$ cat config.mk
export PLATFORM = sky130hd
export DESIGN_NAME = cla_seq_adder
export DESIGN_NICKNAME = d
export VERILOG_FILES = /design/src/rtl/cla_seq_adder_pkg.sv /design/src/rtl/cla_gp_slice.sv /design/src/rtl/cla_seq_adder.sv
export SDC_FILE = /design/constraint.sdc
export NUM_CORES = 1
export LEC_CHECK = 0
export CAP_MARGIN = 30
export CORE_MARGIN = 8
export CORE_UTILIZATION = 50
export DETAILED_ROUTE_END_ITERATION = 7
export PLACE_DENSITY = 0.78
export SYNTH_ARGS = -nofsm -noshare
export SYNTH_HDL_FRONTEND = slang
export SYNTH_SLANG_ARGS = --single-unit
$ cat constraint.sdc
create_clock -name clk -period 10.5 [get_ports clk]
set_clock_uncertainty 0.1 [all_clocks]
set_input_delay 2.625 -clock clk [delete_from_list [all_inputs] [get_ports clk]]
set_output_delay 2.625 -clock clk [all_outputs]
set_load 0.03 [all_outputs]
$ cat src/rtl/cla_seq_adder_pkg.sv
// Shared definitions for the slice-serial carry-lookahead adder:
// FSM state encoding and the slice width.
package cla_seq_adder_pkg;

  localparam int SLICE_W = 4;

  typedef enum logic [1:0] {
    ST_IDLE = 2'd0,
    ST_RUN  = 2'd1,
    ST_DONE = 2'd2
  } state_t;

endpackage

$ cat src/rtl/cla_gp_slice.sv
// Combinational 4-bit carry-lookahead slice: generate/propagate terms, the
// internal carry chain, the slice sum, and the carries into bit 3 and out of bit 3.
module cla_gp_slice
  import cla_seq_adder_pkg::*;
(
  input  logic [SLICE_W-1:0] a,
  input  logic [SLICE_W-1:0] b,
  input  logic               c0,
  output logic [SLICE_W-1:0] sum,
  output logic               c3,
  output logic               c4
);

  logic [SLICE_W-1:0] g;
  logic [SLICE_W-1:0] p;
  logic [SLICE_W:0]   c;

  assign g = a & b;
  assign p = a ^ b;

  always_comb begin
    c    = '0;
    c[0] = c0;
    for (int i = 0; i < SLICE_W; i++) begin
      c[i+1] = g[i] | (p[i] & c[i]);
    end
  end

  assign sum = p ^ c[SLICE_W-1:0];
  assign c3  = c[SLICE_W-1];
  assign c4  = c[SLICE_W];

endmodule

$ cat src/rtl/cla_seq_adder.sv
// Slice-serial adder: one carry-lookahead slice is reused for WIDTH/4 cycles,
// walking from the least significant slice up, with a ready/valid handshake.
//
// state   | meaning
// --------+-------------------------------------------------------------
// ST_IDLE | in_ready=1, waiting for in_valid; last result still on sum
// ST_RUN  | one 4-bit slice per cycle, slice k, carry chained via reg
// ST_DONE | out_valid=1, result held until out_ready
module cla_seq_adder
  import cla_seq_adder_pkg::*;
#(
  parameter int WIDTH = 16
) (
  input  logic             clk,
  input  logic             rst_n,
  input  logic             in_valid,
  output logic             in_ready,
  input  logic [WIDTH-1:0] a,
  input  logic [WIDTH-1:0] b,
  input  logic             cin,
  output logic             out_valid,
  input  logic             out_ready,
  output logic [WIDTH-1:0] sum,
  output logic             cout,
  output logic             ovf
);

  localparam int NSLICE = WIDTH / SLICE_W;
  localparam int KW     = $clog2(NSLICE);
  localparam logic [KW-1:0] K_LAST = KW'(NSLICE - 1);

  generate
    if ((WIDTH % SLICE_W) != 0 || WIDTH < 8) begin : g_bad_width
      $error("cla_seq_adder: WIDTH must be a multiple of 4 and at least 8");
    end
  endgenerate

  state_t             state;
  logic [KW-1:0]      k;
  logic               carry;
  logic [WIDTH-1:0]   a_reg;
  logic [WIDTH-1:0]   b_reg;

  logic [SLICE_W-1:0] s_a;
  logic [SLICE_W-1:0] s_b;
  logic [SLICE_W-1:0] s_sum;
  logic               s_c3;
  logic               s_c4;

  // Operand slice select: the single slice instance sees slice k each cycle.
  always_comb begin
    s_a = '0;
    s_b = '0;
    for (int i = 0; i < NSLICE; i++) begin
      if (k == KW'(i)) begin
        s_a = a_reg[i*SLICE_W +: SLICE_W];
        s_b = b_reg[i*SLICE_W +: SLICE_W];
      end
    end
  end

  cla_gp_slice u_slice (
    .a   (s_a),
    .b   (s_b),
    .c0  (carry),
    .sum (s_sum),
    .c3  (s_c3),
    .c4  (s_c4)
  );

  assign in_ready  = (state == ST_IDLE);
  assign out_valid = (state == ST_DONE);

  always_ff @(posedge clk or negedge rst_n) begin
    if (!rst_n) begin
      state <= ST_IDLE;
      k     <= '0;
      carry <= 1'b0;
      a_reg <= '0;
      b_reg <= '0;
      sum   <= '0;
      cout  <= 1'b0;
      ovf   <= 1'b0;
    end else begin
      case (state)
        ST_IDLE: begin
          if (in_valid) begin
            a_reg <= a;
            b_reg <= b;
            carry <= cin;
            k     <= '0;
            sum   <= '0;
            cout  <= 1'b0;
            ovf   <= 1'b0;
            state <= ST_RUN;
          end
        end
        ST_RUN: begin
          for (int i = 0; i < NSLICE; i++) begin
            if (k == KW'(i)) begin
              sum[i*SLICE_W +: SLICE_W] <= s_sum;
            end
          end
          carry <= s_c4;
          // k stops at the last slice so it never wraps inside RUN.
          if (k == K_LAST) begin
            cout  <= s_c4;
            ovf   <= s_c3 ^ s_c4;
            state <= ST_DONE;
          end else begin
            k <= k + KW'(1);
          end
        end
        ST_DONE: begin
          if (out_ready) begin
            state <= ST_IDLE;
          end
        end
        default: begin
          state <= ST_IDLE;
        end
      endcase
    end
  end

endmodule

==> results by group, run 1 <==
Worst setup path
  • Critical path type: flip-flop to primary output
  • Reg2Reg Depth: 12
  • Reg-to-reg startpoint: k[0]$_DFFE_PN0P_
  • Startpoint Class: flip-flop
  • Crit path DAT: 1.96 ns
  • R2R setup slack: 6.26 ns
  • CP endpoint kind: primary output
  • CP Max Fanout: 21
  • Critical Path RT: 7.78 ns
  • RR Endpoint: sum[7]$_DFFE_PN0P_

Logic synthesis
  • Syn avg cell area: 11.7 um2
  • Synth area leaders: dfrtp_1 52%, mux2_2 14%, a22o_1 5.0%
  • Post-Syn Nets: 270
  • Post-synth top area cell: dfrtp_1
  • Seq cells post-synth: 55
  • Post-synthesis sequential area ratio: 0.521
  • Synthesized instance count: 225
  • Synth top area share: 0.521
  • Unique masters post-synth: 30
  • Synth Warn #: 0
  • Post-Synthesis Cell Area: 2640 um2

Route
  • Max layer used: met4
  • Post-DR wirelength/cell: 16.8 um
  • Met1 wire length: 2650 um
  • DRT antenna net count: 0
  • Drt first pass iters: 4
  • Starting DRT DRC Count: 106
  • Met3 WL: 203 um
  • Vias: 1879
  • Vias per inst: 5.46
  • Remaining DRCs: 0
  • Met2 WL: 2850 um
  • Routed wire length: 5790 um

Global route
  • First-pass GRT wire length: 9680 um
  • All-layer global routing usage: 0.158
  • Number of global-route vias before repair: 1964
  • Antenna violations before repair: 0
  • Gr ovfl total: 0
  • Largest net degree at the start of global routing: 56

Placement
  • GPL Wtd Cong: 0.774
  • HPWL Detailed: 4160 um
  • I/O Buffers: 56
  • Placed Area: 3220 um2
  • Placed insts: 338

Die
  • Die area: 7860 um2
  • Starting Density: 0.517
  • Die W: 88.7 um
  • Rows: 26
  • Core Footprint: 5110 um2
  • Die height: 88.7 um
  • # IOs: 57

STA
  • Max Clock Freq: 0.214 GHz
  • Max-slew violation count: 0
  • Minimum clock period: 4.68 ns
  • Fin Setup TNS: 0 ns
  • Unrepaired setup endpoints after global routing: false
  • Least-Margin Pin Slew: 1.04 ns
  • Fin. Hold Viols: 0
  • Final worst-path cycle share: 0.446
  • Max_slew headroom: 0.306
  • # setup viols final: 0

Clock network
  • CTS Buf Count: 5
  • Clk_lat worst skew: 0.30 ns
  • CTS Sinks: 55
  • Clk buf depth: 2
  • CTS tree: yes
  • Clk pin slew, worst setup/hold paths: 0.09 ns
  • Cts hold-fix bufs: 0
  • CTS resizes: 0
  • H-tree depth: 2
  • Root Driver: clkbuf_8
  • Postcts setup bufs: 0

Cells and area
  • Cell area after layout: 3290 um2
  • Layout cells sized above 1: 0.161
  • Number of fillers in the final layout: 401
  • # diodes: 0
  • Post-route core utilization: 0.645
  • Area Growth Syn to Fin: 24.7%
  • Fin cells: 344
  • Nets: 320

Worst hold path
  • Hold path depth: 1
  • Hold path startpoint: sum[12]$_DFFE_PN0P_
  • Worst min path class: flip-flop to flip-flop
  • Hold EP: sum[12]$_DFFE_PN0P_

Outcome
  • Outcome: finished, final reports clean

Power and ir drop
  • PD cells: 360 nW/um2
  • Pleak: 1.40 nW
  • Worst VDD drop: 0.187 mV

Run
  • Max-cap violations: 0
==> kinds of logic (layout without fill, tap and decap cells) <==
family | after synthesis | after routing | synth area share
compound gates | 67 | 67 | 0.176
flops | 55 | 55 | 0.521
mux | 34 | 34 | 0.144
buf+inv | 32 | 81 | 0.0535
simple gates | 28 | 28 | 0.0526
fa+ha+maj | 8 | 8 | 0.0493
xor+xnor | 1 | 1 | 0.00332
==> layout by cell type, fill, tap and decap left out <==
cell type,instances
mux2i_1,1
a221oi_1,1
or2_2,1
fa_1,4
mux2_2,32
inv_1,17
mux2_1,1
clkbuf_8,5
a21oi_1,14
and2b_1,1
a22o_1,15
xnor2_1,1
clkdlybuf4s50_1,55
nand2_1,14
a221o_1,3
or3b_2,1
a22oi_1,8
o21bai_1,1
nor2_1,7
nor2b_1,1
ha_1,4
o22ai_1,4
dfrtp_1,55
o21ai_0,14
buf_2,1
buf_4,2
a21oi_2,1
nand2b_1,2
o2bb2ai_1,6
clkbuf_1,1
nor3b_4,1
==> where the power goes <==
part | switching, mW | internal [mW] | total [mW]
Combinational | 0.368 | 0.329 | 0.697
Clock | 0.0620 | 0.0447 | 0.107
Sequential | 0.0696 | 0.313 | 0.383
==> per-layer routing <==
| metal | GRT usage | vias to the layer above |
|---|---|---|
| met3 | 0.0232 | 8 |
| met5 | 0 | - |
| met2 | 0.255 | 38 |
| met1 | 0.211 | 935 |
| met4 | 0.0553 | 0 |
| li1 | - | 898 |
==> through the flow <==
step / total power [mW] / worst slack [ns] / hold slack [ns]
2_1_floorplan: 0.883 / 6.58 / 0.359
3_3_place_gp: 1.06 / 6.12 / 0.380
3_5_place_dp: 1.08 / 6.09 / 0.376
4_1_cts: 1.19 / 5.80 / 0.400
5_1_grt: 1.28 / 5.70 / 0.429
6_report: 1.19 / 5.82 / 0.402
==> area by class of cell <==
type | count | area [um2] | share of cell area
clock buffers | 6 | 72.6 | 0.0220
inverters | 17 | 63.8 | 0.0194
multi-input cells | 138 | 1120 | 0.341
flip-flops and latches | 55 | 1380 | 0.418
well taps | 70 | 87.6 | 0.0266
repair buffers | 58 | 571 | 0.173
==> how the worst max path moves through the flow <==
stage,from,to,depth (start not counted)
5_1_grt,state[0]$_DFFE_PN0P_,out_valid,3
3_5_place_dp,in_valid,a_reg[7]$_DFFE_PN0P_,4
3_3_place_gp,in_valid,a_reg[0]$_DFFE_PN0P_,4
6_report,state[0]$_DFFE_PN0P_,out_valid,3
4_1_cts,state[0]$_DFFE_PN0P_,out_valid,3
2_1_floorplan,state[0]$_DFFE_PN0P_,in_ready,3
==> cells in the mapped netlist (all sizes together) <==
| cell type | number |
|---|---|
| buf | 11 |
| fa | 4 |
| nor2b | 1 |
| a21oi | 15 |
| a221oi | 1 |
| a22o | 15 |
| o21bai | 1 |
| nor2 | 7 |
| o22ai | 4 |
| or3b | 1 |
| a22oi | 8 |
| mux2 | 33 |
| o21ai | 14 |
| a221o | 3 |
| inv | 17 |
| or2 | 1 |
| ha | 4 |
| xnor2 | 1 |
| o2bb2ai | 6 |
| nor3b | 1 |
| and2b | 1 |
| clkbuf | 4 |
| nand2b | 2 |
| dfrtp | 55 |
| mux2i | 1 |
| nand2 | 14 |
==> critical path, stage by stage, from the launching register on <==
cell and delay [ns]:
dfrtp_1 0.65, nand2b_1 0.28, inv_1 0.07, clkdlybuf4s50_1 0.66
Note: power is estimated with default switching activity, not from simulation.
==> run 2: changes to the inputs <==
clock period = 4.7 ns   (was 10.5 ns; I/O delays follow)
==> run 2 against run 1 <==
- total power is 130% higher
- die area stayed put
- clock-buffer cell count unchanged
- sequential power rose by 130%
- cell area up 1.7%
- cell count is 0.87% higher
- first-iteration DRC count is 7.5% lower
- flip-flop and latch count is the same
- register-to-register slack worse by 5.6 ns
- largest power group unchanged
- highest routed layer unchanged
==> results by group, run 2 (synthesis results as in run 1) <==
STA
  • # setup viols final: 0
  • Least-Margin Pin Slew: 0.736 ns
  • Max_slew headroom: 0.510
  • Fin Setup TNS: 0 ns
  • Fin. Hold Viols: 0
  • Minimum clock period: 4.07 ns
  • Max-slew violation count: 0
  • Unrepaired setup endpoints after global routing: false
  • Final worst-path cycle share: 0.865
  • Max Clock Freq: 0.246 GHz

Worst setup path
  • Slowest library cell on the worst path: ha_1
  • Worst path cell trace: inv_1 -> ha_1 -> a21oi_1 -> o21ai_0 -> a22oi_1 -> fa_1 -> fa_1 -> fa_1 -> fa_1 -> nor2_1 -> mux2_2 -> a22o_1
  • Crit path DAT: 4.17 ns
  • CP Max Fanout: 20
  • CP endpoint kind: flip-flop
  • Critical Path RT: 4.80 ns
  • Startpoint Class: flip-flop
  • Critical path type: flip-flop to flip-flop
  • Slowest stage delay, CP: 0.64 ns
  • Most used cell, CP: fa_1

Cells and area
  • Area Growth Syn to Fin: 26.9%
  • Fin cells: 347
  • Multi-input gate area: 1120 um2
  • Layout cells sized above 1: 0.173
  • Sequential cell area: 1380 um2
  • # diodes: 0
  • Most frequent cells in the layout: 55 x dfrtp_1, 55 x clkdlybuf4s50_1, 32 x mux2_2
  • Nets: 321
  • Number of fillers in the final layout: 413

Route
  • Starting DRT DRC Count: 98
  • Routed wire length: 5860 um
  • Drt first pass iters: 4
  • Vias: 1880
  • Vias per inst: 5.42
  • Remaining DRCs: 0
  • Post-DR wirelength/cell: 16.9 um
  • DRT antenna net count: 0

Clock network
  • CTS Sinks: 55
  • CTS resizes: 0
  • Root Driver: clkbuf_8
  • Clk_lat worst skew: 0.30 ns
  • H-tree depth: 2
  • CTS tree: yes
  • CTS Buf Count: 5
  • Postcts setup bufs: 0
  • Clk buf depth: 2
  • Cts hold-fix bufs: 0
  • Clk pin slew, worst setup/hold paths: 0.10 ns

Global route
  • Number of global-route vias before repair: 1974
  • First-pass GRT wire length: 10100 um
  • All-layer global routing usage: 0.163
  • Gr ovfl total: 0
  • Largest net degree at the start of global routing: 55
  • Antenna violations before repair: 0

Power and ir drop
  • Pleak: 1.43 nW
  • Worst VDD drop: 0.384 mV
  • PD cells: 817 nW/um2
  • Total Power: 2.74 mW

Die
  • Starting Density: 0.517
  • Rows: 26
  • Die height: 88.7 um
  • Core Footprint: 5110 um2
  • # IOs: 57
  • Die W: 88.7 um
  • Die area: 7860 um2

Run
  • Max-cap violations: 0

Worst hold path
  • Worst min path class: flip-flop to flip-flop

Placement
  • GPL Wtd Cong: 0.770
  • I/O Buffers: 56
  • Placed insts: 338
  • HPWL Detailed: 4380 um

Outcome
  • Outcome: finished, final reports clean
==> run 2: cell types whose count changed in the layout (fill, tap and decap cells not counted) <==
cell,before,now
inv_6,0,1
bufinv_16,0,1
clkbuf_8,5,6
buf_4,2,3
clkbuf_1,1,0
==> run 2: area by class of cell <==
type	count	share of cell area
clock buffer	6	0.0246
tap	70	0.0261
timing repair buffer	59	0.173
multi-input combinational	138	0.335
sequential	55	0.411
clock inverter	2	0.0116
inverter	17	0.0190
==> run 2: through the flow <==
step	setup WS [ns]	area (um2)	hold WS [ns]	utilization
3_3_place_gp	0.823	3220	0.379	0.631
3_5_place_dp	0.699	3220	0.381	0.631
4_1_cts	0.670	3340	0.408	0.655
6_report	0.634	3350	0.403	0.656
2_1_floorplan	0.998	2640	0.359	-
5_1_grt	0.365	3350	0.433	0.656
==> run 2: per-layer routing <==
| metal | vias up | global-route usage | wire length, um |
|---|---|---|---|
| li1 | 905 | - | - |
| met4 | 0 | 0.0461 | 61 |
| met2 | 41 | 0.265 | 2850 |
| met1 | 930 | 0.214 | 2650 |
| met5 | - | 0 | 0 |
| met3 | 4 | 0.0325 | 307 |
==> run 2: path summary, 6_finish.rpt <==
path	end	start	cells past startpoint	slack, ns
max	sum[7]$_DFFE_PN0P_	k[0]$_DFFE_PN0P_	12	0.63
min	ovf$_DFFE_PN0P_	ovf$_DFFE_PN0P_	1	0.40
max reg2reg	sum[7]$_DFFE_PN0P_	k[0]$_DFFE_PN0P_	12	0.63
min reg2reg	ovf$_DFFE_PN0P_	ovf$_DFFE_PN0P_	1	0.40
max in group asynchronous	sum[15]$_DFFE_PN0P_	rst_n	2	3.15
min in group asynchronous	b_reg[6]$_DFFE_PN0P_	rst_n	1	0.53
==> run 2: worst max-delay path: cells and delay by family (launching register included) <==
kind	cells	cell delay, ns
AOI/OAI and AO/OA	4	0.51
buffers and inverters	1	0.12
adders and majority gates	5	2.46
DFF	1	0.43
and+or+nand+nor	1	0.06
muxes	1	0.28
==> run 2: where the power goes <==
group          switching [mW]  leakage [nW]  internal [mW]
Combinational           0.798         0.694          0.740
Sequential              0.173         0.678          0.699
Clock                   0.151        0.0618          0.175
